===== config.mk =====
export PLATFORM = sky130hd
export DESIGN_NAME = serial_alu_seq
export DESIGN_NICKNAME = d
export VERILOG_FILES = /design/src/rtl/serial_alu_seq.sv
export SDC_FILE = /design/constraint.sdc
export NUM_CORES = 1
export LEC_CHECK = 0
export ABC_CLOCK_PERIOD_IN_PS = 2800
export CAP_MARGIN = 20
export CORE_MARGIN = 3
export CORE_UTILIZATION = 50
export CTS_BUF_LIST = sky130_fd_sc_hd__clkbuf_16
export CTS_CLUSTER_DIAMETER = 30
export DETAILED_ROUTE_END_ITERATION = 8
export PLACE_DENSITY = 0.77
export SLEW_MARGIN = 20
export SYNTH_ARGS = -nofsm -noshare
export SYNTH_HDL_FRONTEND = slang
export SYNTH_SLANG_ARGS = --single-unit

===== constraint.sdc =====
create_clock -name clk -period 2.8 [get_ports clk]
set_input_delay 0.28 -clock clk [delete_from_list [all_inputs] [get_ports clk]]
set_output_delay 0.28 -clock clk [all_outputs]
set_load 0.03 [all_outputs]

===== src/rtl/serial_alu_seq.sv =====
// Bit-serial ALU sequencer: latches operands on start, then steps a 1-bit ALU slice
// LSB-first for WIDTH cycles and publishes result/carry/zero with a one-cycle done.
module serial_alu_seq #(
    parameter int WIDTH = 8
) (
    input  logic             clk,
    input  logic             rst,
    input  logic             start,
    input  logic [2:0]       opcode,
    input  logic [WIDTH-1:0] a,
    input  logic [WIDTH-1:0] b,
    output logic             busy,
    output logic             done,
    output logic [WIDTH-1:0] result,
    output logic             carry_out,
    output logic             zero
);

    // state  | meaning
    // S_IDLE | waiting for start
    // S_RUN  | one bit-step per clock, LSB first
    // S_DONE | result valid (done pulse); start here chains the next op
    localparam int CW = $clog2(WIDTH);

    localparam logic [2:0] OP_ADD  = 3'b000;
    localparam logic [2:0] OP_SUB  = 3'b001;
    localparam logic [2:0] OP_AND  = 3'b010;
    localparam logic [2:0] OP_OR   = 3'b011;
    localparam logic [2:0] OP_XOR  = 3'b100;
    localparam logic [2:0] OP_NOT  = 3'b101;
    localparam logic [2:0] OP_INC  = 3'b110;
    localparam logic [2:0] OP_PASS = 3'b111;

    typedef enum logic [1:0] {S_IDLE, S_RUN, S_DONE} state_t;

    state_t            state;
    state_t            next_state;
    logic [WIDTH-1:0]  a_sh;
    logic [WIDTH-1:0]  b_sh;
    logic [WIDTH-1:0]  sr;
    logic [WIDTH-1:0]  sr_next;
    logic [2:0]        op_reg;
    logic [CW-1:0]     cnt;
    logic              carry;
    logic              accept;
    logic              last_step;
    logic              a_bit;
    logic              b_bit;
    logic              sum_bit;
    logic              carry_next;
    logic              slice_bit;
    logic              arith;

    assign accept    = start && ((state == S_IDLE) || (state == S_DONE));
    assign last_step = (state == S_RUN) && (cnt == CW'(WIDTH - 1));

    always_ff @(posedge clk) begin
        if (rst) begin
            state <= S_IDLE;
        end else begin
            state <= next_state;
        end
    end

    always_comb begin
        next_state = state;
        case (state)
            S_IDLE:  if (start) next_state = S_RUN;
            S_RUN:   if (last_step) next_state = S_DONE;
            S_DONE:  next_state = start ? S_RUN : S_IDLE;
            default: next_state = S_IDLE;
        endcase
    end

    always_comb begin
        busy = (state == S_RUN);
        done = (state == S_DONE);
    end

    // 1-bit ALU slice; SUB is a + ~b + 1, INC is a + 0 + 1
    always_comb begin
        a_bit = a_sh[0];
        case (op_reg)
            OP_SUB:  b_bit = ~b_sh[0];
            OP_INC:  b_bit = 1'b0;
            default: b_bit = b_sh[0];
        endcase
        sum_bit    = a_bit ^ b_bit ^ carry;
        carry_next = (a_bit & b_bit) | (carry & (a_bit ^ b_bit));
        arith      = (op_reg == OP_ADD) || (op_reg == OP_SUB) || (op_reg == OP_INC);
        case (op_reg)
            OP_AND:  slice_bit = a_bit & b_sh[0];
            OP_OR:   slice_bit = a_bit | b_sh[0];
            OP_XOR:  slice_bit = a_bit ^ b_sh[0];
            OP_NOT:  slice_bit = ~a_bit;
            OP_PASS: slice_bit = b_sh[0];
            default: slice_bit = sum_bit;
        endcase
        sr_next = {slice_bit, sr[WIDTH-1:1]};
    end

    always_ff @(posedge clk) begin
        if (rst) begin
            a_sh      <= '0;
            b_sh      <= '0;
            sr        <= '0;
            op_reg    <= OP_ADD;
            cnt       <= '0;
            carry     <= 1'b0;
            result    <= '0;
            carry_out <= 1'b0;
            zero      <= 1'b0;
        end else if (accept) begin
            a_sh   <= a;
            b_sh   <= b;
            sr     <= '0;
            op_reg <= opcode;
            cnt    <= '0;
            carry  <= (opcode == OP_SUB) || (opcode == OP_INC);
        end else if (state == S_RUN) begin
            a_sh <= a_sh >> 1;
            b_sh <= b_sh >> 1;
            sr   <= sr_next;
            cnt  <= cnt + 1'b1;
            if (arith) begin
                carry <= carry_next;
            end
            // Outputs only change on entry to DONE so partial results stay hidden
            if (last_step) begin
                result    <= sr_next;
                carry_out <= arith ? carry_next : 1'b0;
                zero      <= (sr_next == '0);
            end
        end
    end

endmodule


Yosys cells after proc, flatten, opt, wreduce, memory -nomap -nowiden
Cells that the tools add are included.
{"block": "word_totals", "register_bits": 43, "in_bits": 22}
{"block": "classes", "n_reduce_logical": 15, "n_addsub": 1, "eq_ne": 14, "n_mux": 14, "bitwise": 11}
{"operator": "$mux W8", "n": 4}
{"operator": "$eq A3 B3 Y1 const B", "n": 6}
{"operator": "$logic_not A8 Y1", "n": 1}
{"operator": "$eq A3 B1 Y1 const B", "n": 2}
{"operator": "$eq A3 B2 Y1 const B", "n": 2}
{"operator": "$pmux W2 S3", "n": 1}
{"operator": "$mux W1", "n": 5}
{"operator": "$pmux W1 S5", "n": 1}
{"operator": "$logic_or A1 B1 Y1", "n": 4}
{"operator": "$mux W2", "n": 2}
{"operator": "$reduce_and A2 Y1", "n": 2}
{"operator": "$reduce_bool A2 Y1", "n": 2}
{"operator": "$add A3 B1 Y3 const B", "n": 1}
{"operator": "$and A1 B1 Y1", "n": 3}
{"operator": "$logic_not A3 Y1", "n": 1}
{"operator": "$not A1 Y1", "n": 3}
{"operator": "$reduce_and A3 Y1", "n": 1}
{"operator": "$xor A1 B1 Y1", "n": 3}
{"operator": "$eq A2 B1 Y1 const B", "n": 1}
{"operator": "$eq A2 B2 Y1 const B", "n": 1}
{"operator": "$logic_and A1 B1 Y1", "n": 2}
{"operator": "$logic_not A2 Y1", "n": 1}
{"operator": "$ne A2 B1 Y1 const B", "n": 1}
{"operator": "$ne A2 B2 Y1 const B", "n": 1}
{"operator": "other kinds (3)", "n": 4}

Depth between registers and ports, before layout
Gate-level depths: netlist (run 1).
{"block": "logic_depth", "depth_word": 8, "depth_mapped": 9}

Worst setup path after synthesis (run 1)
Ideal clock, no wire load.
{"block": "synth_timing", "path_kind": "register to register", "from": "register op_reg[2]", "to": "register sr[7]", "arrival_time_ns": 1.791, "n_path_buf": 1, "slack_ns": 0.883, "stages_incl_launch_ff": 10, "period_less_slack_ns": 1.917, "cell_sequence": "dfxtp_1 buf_6 and2_0 o21ai_0 o211ai_1 fa_1 nand2_1 a41oi_1 and2_1 a21oi_1"}
{"block": "synth_between", "elab_chain_len": 5}
{"item": "start, declared", "line_no": "42", "rtl": "logic [2:0] op_reg;"}
{"item": "start signal, assigned", "line_no": "117", "rtl": "op_reg <= opcode;"}
{"item": "$eq A3 B3 Y1 / $eq A3 B1 Y1 (equally long branches)", "line_no": "83", "rtl": "case (op_reg)"}
{"item": "$pmux W1 S2", "line_no": "83"}
{"item": "$xor A1 B1 Y1 (2 in series)", "line_no": "88", "rtl": "sum_bit = a_bit ^ b_bit ^ carry;"}
{"item": "$pmux W1 S5 (*)", "line_no": "91", "rtl": "case (op_reg)"}
{"item": "end signal, assigned", "line_no": "123", "rtl": "sr <= sr_next;"}
{"item": "end, declared", "line_no": "40", "rtl": "logic [WIDTH-1:0] sr;"}
Mark *: on every way between the ends. The rest lies on a longest branch, timed or not.
A chain may end at the register's enable or synchronous reset.

Final worst setup path (run 1)
Ends and elaborated chain as after synthesis.

==> results of run 1 <==
-- cell type report --
| cell class | instances | area, um^2 |
|---|---|---|
| sequential | 42 | 840.8 |
| timing repair buffer | 36 | 352.8 |
| fill | 299 | 1116 |
| clock inverter | 2 | 33.78 |
| multi-input combinational | 161 | 862.1 |
| tap | 46 | 57.56 |
| inverter | 6 | 27.53 |
| clock buffer | 5 | 125.1 |
-- worst register-to-register path, stage by stage, from the launching register on --
cell and delay, ns:
dfxtp_1 0.39, and2_0 0.20, o21ai_0 0.14, o211ai_1 0.12, fa_1 0.51, nand2_1 0.06
a41oi_1 0.30, and2_1 0.18, a21oi_1 0.06
-- per-stage QoR --
step	setup WS, ns	cells	total power [mW]
after floorplan	0.8833	224	0.7730
after global placement	0.7948	291	0.8246
after detailed placement	0.7537	291	0.8266
after CTS	0.7300	298	1.450
after global routing	0.5704	298	1.497
final	0.7254	298	1.436
-- routing by layer --
layer / vias to the layer above / GRT usage [%] / part of all wire [%]
li1: 824 / - / -
met1: 732 / 23.55 / 47
met2: 25 / 29.00 / 49
met3: 2 / 6.122 / 3.6
met4: 0 / 5.330 / 0.36
met5: - / 0 / 0
-- synthesized netlist by cell type --
cell type   n
nor4_1      1
and3b_1     1
mux2_2      1
nand2_4     1
nor2b_1     3
clkbuf_1    7
buf_6       2
ha_1        4
nand3_1     1
a41o_1      1
nor3b_1     2
nor3_1      9
o21ai_0     3
a41oi_1     1
and2_0      1
buf_2       5
o21ai_1     1
nand2b_1    3
or3_1       1
o211ai_1    1
nand2_1    51
buf_4       1
fa_1        1
mux2i_1     1
and2_1      2
nor2_1     25
inv_1       5
dfxtp_1    42
o22ai_1     9
xnor2_1     1
or4_1       1
clkinv_4    1
or2_1       1
a21oi_1    23
a22oi_1     2
a311oi_1    6
a211oi_1    1
o2bb2ai_1   1
o21bai_1    1
-- power by group through the flow --
stage | registers [mW] | logic (mW) | clock network [mW]
floorplan | 0.653 | 0.120 | 0
global placement | 0.659 | 0.166 | 0
detailed placement | 0.659 | 0.167 | 0
CTS | 0.646 | 0.169 | 0.635
global route | 0.650 | 0.187 | 0.659
finish | 0.647 | 0.167 | 0.622
-- final timing paths --
path	start	endpoint	slack (ns)	depth (start not counted)
worst max-delay path	op_reg[2]	sr[7]	0.73	8
worst min register to register	carry_out	carry_out	0.45	2
worst min-delay path	carry_out	carry_out	0.45	2
worst max register to register	op_reg[2]	sr[7]	0.73	8
-- cell families (layout without fill, tap and decap cells) --
logic type / after synthesis / in the layout / synth area share [%]
buffers and inverters: 21 / 49 / 6.009
adders and majority gates: 5 / 5 / 3.868
AOI/OAI and AO/OA: 50 / 50 / 17.06
DFF: 42 / 42 / 46.41
and+or+nand+nor: 103 / 103 / 25.00
xor gates and xnor gates: 1 / 1 / 0.4835
muxes: 2 / 2 / 1.174
==> flow_summary.json, run 1 <==
{
  "worst_path_max_delay_cell": "fa_1",
  "stdcell_area_um2": 2300,
  "p_switching_mw": 0.3211,
  "cp_top_family": "compound AO/OA/AOI/OAI gates",
  "viasPerCell": 5.312,
  "clk_path_buf_depth": 2,
  "areaGrowthSynthToFinish_pct": 26.93,
  "fin_nets": 279,
  "die_w_um": 66.20,
  "rsz0062_at_grt": "no",
  "hold_ws_ns": 0.4531,
  "pwr-share-comb_pct": 11.6,
  "status": "completed",
  "port-buffer-count": 33,
  "fin_tns_setup_ns": 0,
  "p_per_area_nw_per_um2": 624.4,
  "htreeDepth": 2,
  "critPathMaxStageDelay_ns": 0.51,
  "placed_area_um2": 2141,
  "grt_pass1_vias": 1368,
  "vdd_drop_max_mv": 0.5023,
  "worst_clock_skew_ns": 0.006531,
  "start_kind": "flip-flop",
  "critPathMaxFanout": 11,
  "num_io_pins": 34,
  "seqPwrFrac_pct": 45.0,
  "gp_congestion": 0.8428,
  "numCtsBuffers": 5,
  "hold_buffers": 0,
  "start_util_pct": 53.04,
  "cts_tree": "yes",
  "post_cts.repair.setup_buffers": 0,
  "synth.area.top_cells": "dfxtp_1 46%, nand2_1 11%, a21oi_1 6.4%, nor2_1 5.2%, o22ai_1 3.1%",
  "netlist.area_leader.share_pct": 46.41,
  "ys_ff_latch": 42,
  "synth_fp_nets": 251,
  "hold_viol_final": 0,
  "antenna_cells": 0,
  "rows": 21,
  "drv_slew": 0,
  "drtIter0Drc": 73,
  "min-delay-path-class": "reg2reg",
  "crit_chain": "and2_0 -> o21ai_0 -> o211ai_1 -> fa_1 -> nand2_1 -> a41oi_1 -> and2_1 -> a21oi_1",
  "insertion_delay_ns": 0.28,
  "grt_pass1_wl_mm": 6.078,
  "worst_setup_path_end_kind": "flip-flop",
  "drive_above_1_share_pct": 4.762,
  "drt_wl_total_mm": 3.646,
  "root_buffer": "clkbuf_16",
  "relSlewSlack_pct": 60.95,
  "crit_required_ns": 2.96,
  "synth_top_area_cell": "dfxtp_1",
  "gr-total-overflow": 0,
  "ys_seq_area_share_pct": 46.41,
  "groute.usage.overall_pct": 18.30,
  "timing_worst_setup_path_type": "reg2reg",
  "coreArea_um2": 3416,
  "worst-slew-pin-transition_ns": 0.5846,
  "netlist_area_um2": 1812,
  "fmaxAchievable_mhz": 482.0,
  "grt_max_degree": 33,
  "fin_crit_ns": 2.075,
  "layout_common_cells": "51 x nand2_1, 42 x dfxtp_1, 33 x clkdlybuf4s50_1",
  "dp_hpwl_mm": 2.512,
  "wl_per_cell_um": 12.23,
  "netlist_instances": 224,
  "cts_sinks": 42,
  "dieHeight_um": 66.20,
  "cap_violations": 0,
  "fin_crit_sh_pct": 74.09,
  "p_clk_share_pct": 43.3,
  "drc": 0,
  "cp.buffers_inverters": 0,
  "ant_nets": 0,
  "final_util_pct": 67.33,
  "p_int_mw": 1.115,
  "crit_arrival_ns": 2.23,
  "synthDistinctLibCells": 39,
  "final_common_cell": "nand2_1",
  "ys_warn_count": 0,
  "leakagePower_nw": 0.8596,
  "first_pass_iters": 4,
  "top_regs": "a_sh x8, b_sh x8, result x8",
  "dieArea_um2": 4382,
  "synth.avg_cell_area_um2": 8.088,
  "setup_viol": 0,
  "swShare_pct": 22.36,
  "num_vias": 1583,
  "antenna_found_initial": 0,
  "cts_resized": 0,
  "cts.clk_slew.worst_paths_ns": 0.05
}
Power figures use the tool's default switching activity.
==> run 2: changes to the inputs <==
--- a/config.mk
+++ b/config.mk
@@ -5,7 +5,7 @@
 export SDC_FILE = /design/constraint.sdc
 export NUM_CORES = 1
 export LEC_CHECK = 0
-export ABC_CLOCK_PERIOD_IN_PS = 2800
+export ABC_CLOCK_PERIOD_IN_PS = 1990
 export CAP_MARGIN = 20
 export CORE_MARGIN = 3
 export CORE_UTILIZATION = 50
==> constraint.sdc (replaced) <==
create_clock -name clk -period 1.99 [get_ports clk]
set_input_delay 0.199 -clock clk [delete_from_list [all_inputs] [get_ports clk]]
set_output_delay 0.199 -clock clk [all_outputs]
set_load 0.03 [all_outputs]
==> run 2 against run 1 <==
Against the previous run: via count rose by 1.4%; die area unchanged; critical path depth stayed put; clock power up 19%; combinational power up 57%; core utilization is 1.4 points higher; routed wire length increased by 6.1%; global-route usage increased by 0.89 points; flip-flop and latch count did not move; highest routed layer unchanged.
==> flow_summary.json, run 2 (synthesized netlist as in run 1, its figures left out) <==
{
  "fmaxAchievable_mhz": 518.7,
  "min-delay-path-class": "reg2reg",
  "htreeDepth": 2,
  "final_common_cell": "nand2_1",
  "setup_viol": 0,
  "leakagePower_nw": 0.8907,
  "insertion_delay_ns": 0.28,
  "drtIter0Drc": 82,
  "relSlewSlack_pct": 75.91,
  "num_vias": 1605,
  "drive_above_1_share_pct": 9.690,
  "reg2reg_to": "sr[7]",
  "grt_pass1_vias": 1471,
  "start_util_pct": 53.04,
  "r2r_start": "op_reg[2]",
  "final_util_pct": 68.68,
  "hold_buffers": 0,
  "dp_hpwl_mm": 2.612,
  "antenna_found_initial": 0,
  "fin_crit_ns": 1.928,
  "wl_per_cell_um": 12.73,
  "clk_path_buf_depth": 2,
  "grt_max_degree": 24,
  "grt_pass1_wl_mm": 6.417,
  "gr-total-overflow": 0,
  "gp_congestion": 0.8598,
  "areaGrowthSynthToFinish_pct": 29.49,
  "vdd_drop_max_mv": 0.5293,
  "crit_arrival_ns": 2.09,
  "crit_required_ns": 2.15,
  "timing_worst_setup_path_type": "reg2reg",
  "viasPerCell": 5.280,
  "layout_common_cells": "51 x nand2_1, 39 x dfxtp_1, 33 x clkdlybuf4s50_1",
  "status": "completed",
  "port-buffer-count": 33,
  "drv_slew": 0,
  "fin_crit_sh_pct": 96.88,
  "min_from": "result[2]",
  "fillers": 281,
  "top_regs": "a_sh x8, b_sh x8, result x8",
  "root_buffer": "clkbuf_16",
  "rows": 21,
  "first_pass_iters": 4,
  "fin_nets": 285,
  "hold_viol_final": 0,
  "whs_endpoint": "result[2]",
  "holdPathStages": 2,
  "p_per_area_nw_per_um2": 814.1,
  "cts_sinks": 42,
  "reg2regPathDepth": 8,
  "num_io_pins": 34,
  "cap_violations": 0,
  "cts_tree": "yes",
  "groute.usage.overall_pct": 19.20,
  "dieHeight_um": 66.20,
  "worst-slew-pin-transition_ns": 0.3613,
  "worst_clock_skew_ns": 0.001559,
  "drc": 0,
  "coreArea_um2": 3416,
  "ant_nets": 0,
  "worst_setup_path_end_kind": "flip-flop",
  "antenna_cells": 0,
  "die_w_um": 66.20,
  "drt_wl_total_mm": 3.870,
  "dieArea_um2": 4382,
  "numCtsBuffers": 5,
  "critPathMaxFanout": 6,
  "cts.clk_slew.worst_paths_ns": 0.05,
  "start_kind": "flip-flop",
  "rsz0062_at_grt": "yes",
  "hold_ws_ns": 0.4531,
  "r2r_setup_slack_ns": 0.06
}
[run 2: area by class of cell]
type / instances / area (um^2) / share of cell area (%)
clock buffers: 5 / 125.1 / 5.333
clock inverters: 2 / 7.507 / 0.3200
inverters: 6 / 27.53 / 1.173
multi-input cells: 161 / 883.3 / 37.65
flip-flops and latches: 42 / 847.1 / 36.11
well taps: 46 / 57.56 / 2.453
repair buffers: 42 / 397.9 / 16.96
[run 2: layer usage]
| metal | GRT usage [%] | routed length (um) |
|---|---|---|
| met1 | 24.89 | 1823 |
| met2 | 30.24 | 1798 |
| met3 | 5.612 | 188 |
| met4 | 6.853 | 60 |
| met5 | 0 | 0 |
[run 2: timing repair]
item | CTS | global route
hold endpoints to repair | 0 | 0
gates resized for setup | 1 | 9
pin swaps | 0 | 9
endpoints found under the setup margin | 1 | 3
buffers inserted | 0 | 0
[run 2: power by group]
group	leakage, nW	switching, mW	internal, mW
registers	0.344	0.0273	0.882
logic	0.474	0.141	0.122
clock network	0.0723	0.290	0.448
[run 2: worst max path at each step]
stage / slack, ns / startpoint / end
5_1_grt: -0.03 / op_reg[2] / sr[7]
3_3_place_gp: 0.04 / op_reg[2] / sr[7]
6_report: 0.06 / op_reg[2] / sr[7]
2_1_floorplan: 0.07 / op_reg[2] / sr[7]
4_1_cts: 0.06 / b_sh[0] / sr[7]
3_5_place_dp: 0.03 / b_sh[0] / sr[7]
[run 2: worst max-delay path, stage by stage (launching register included)]
cell      delay, ns
dfxtp_4        0.36
and2_4         0.16
o21ai_2        0.14
o211ai_1       0.13
fa_1           0.56
nor3_2         0.06
a41oi_2        0.20
and2_1         0.16
a21oi_1        0.05
[run 2: stage by stage]
stage	setup TNS [ns]	instance area [um^2]	total power [mW]	cells	worst slack, ns
floorplan	0	1812	1.088	224	0.07326
global placement	0	2186	1.173	297	0.03880
detailed placement	0	2186	1.174	297	0.02555
CTS	0	2326	1.910	304	0.06333
global route	-0.04404	2346	1.991	304	-0.03049
finish	0	2346	1.910	304	0.06215
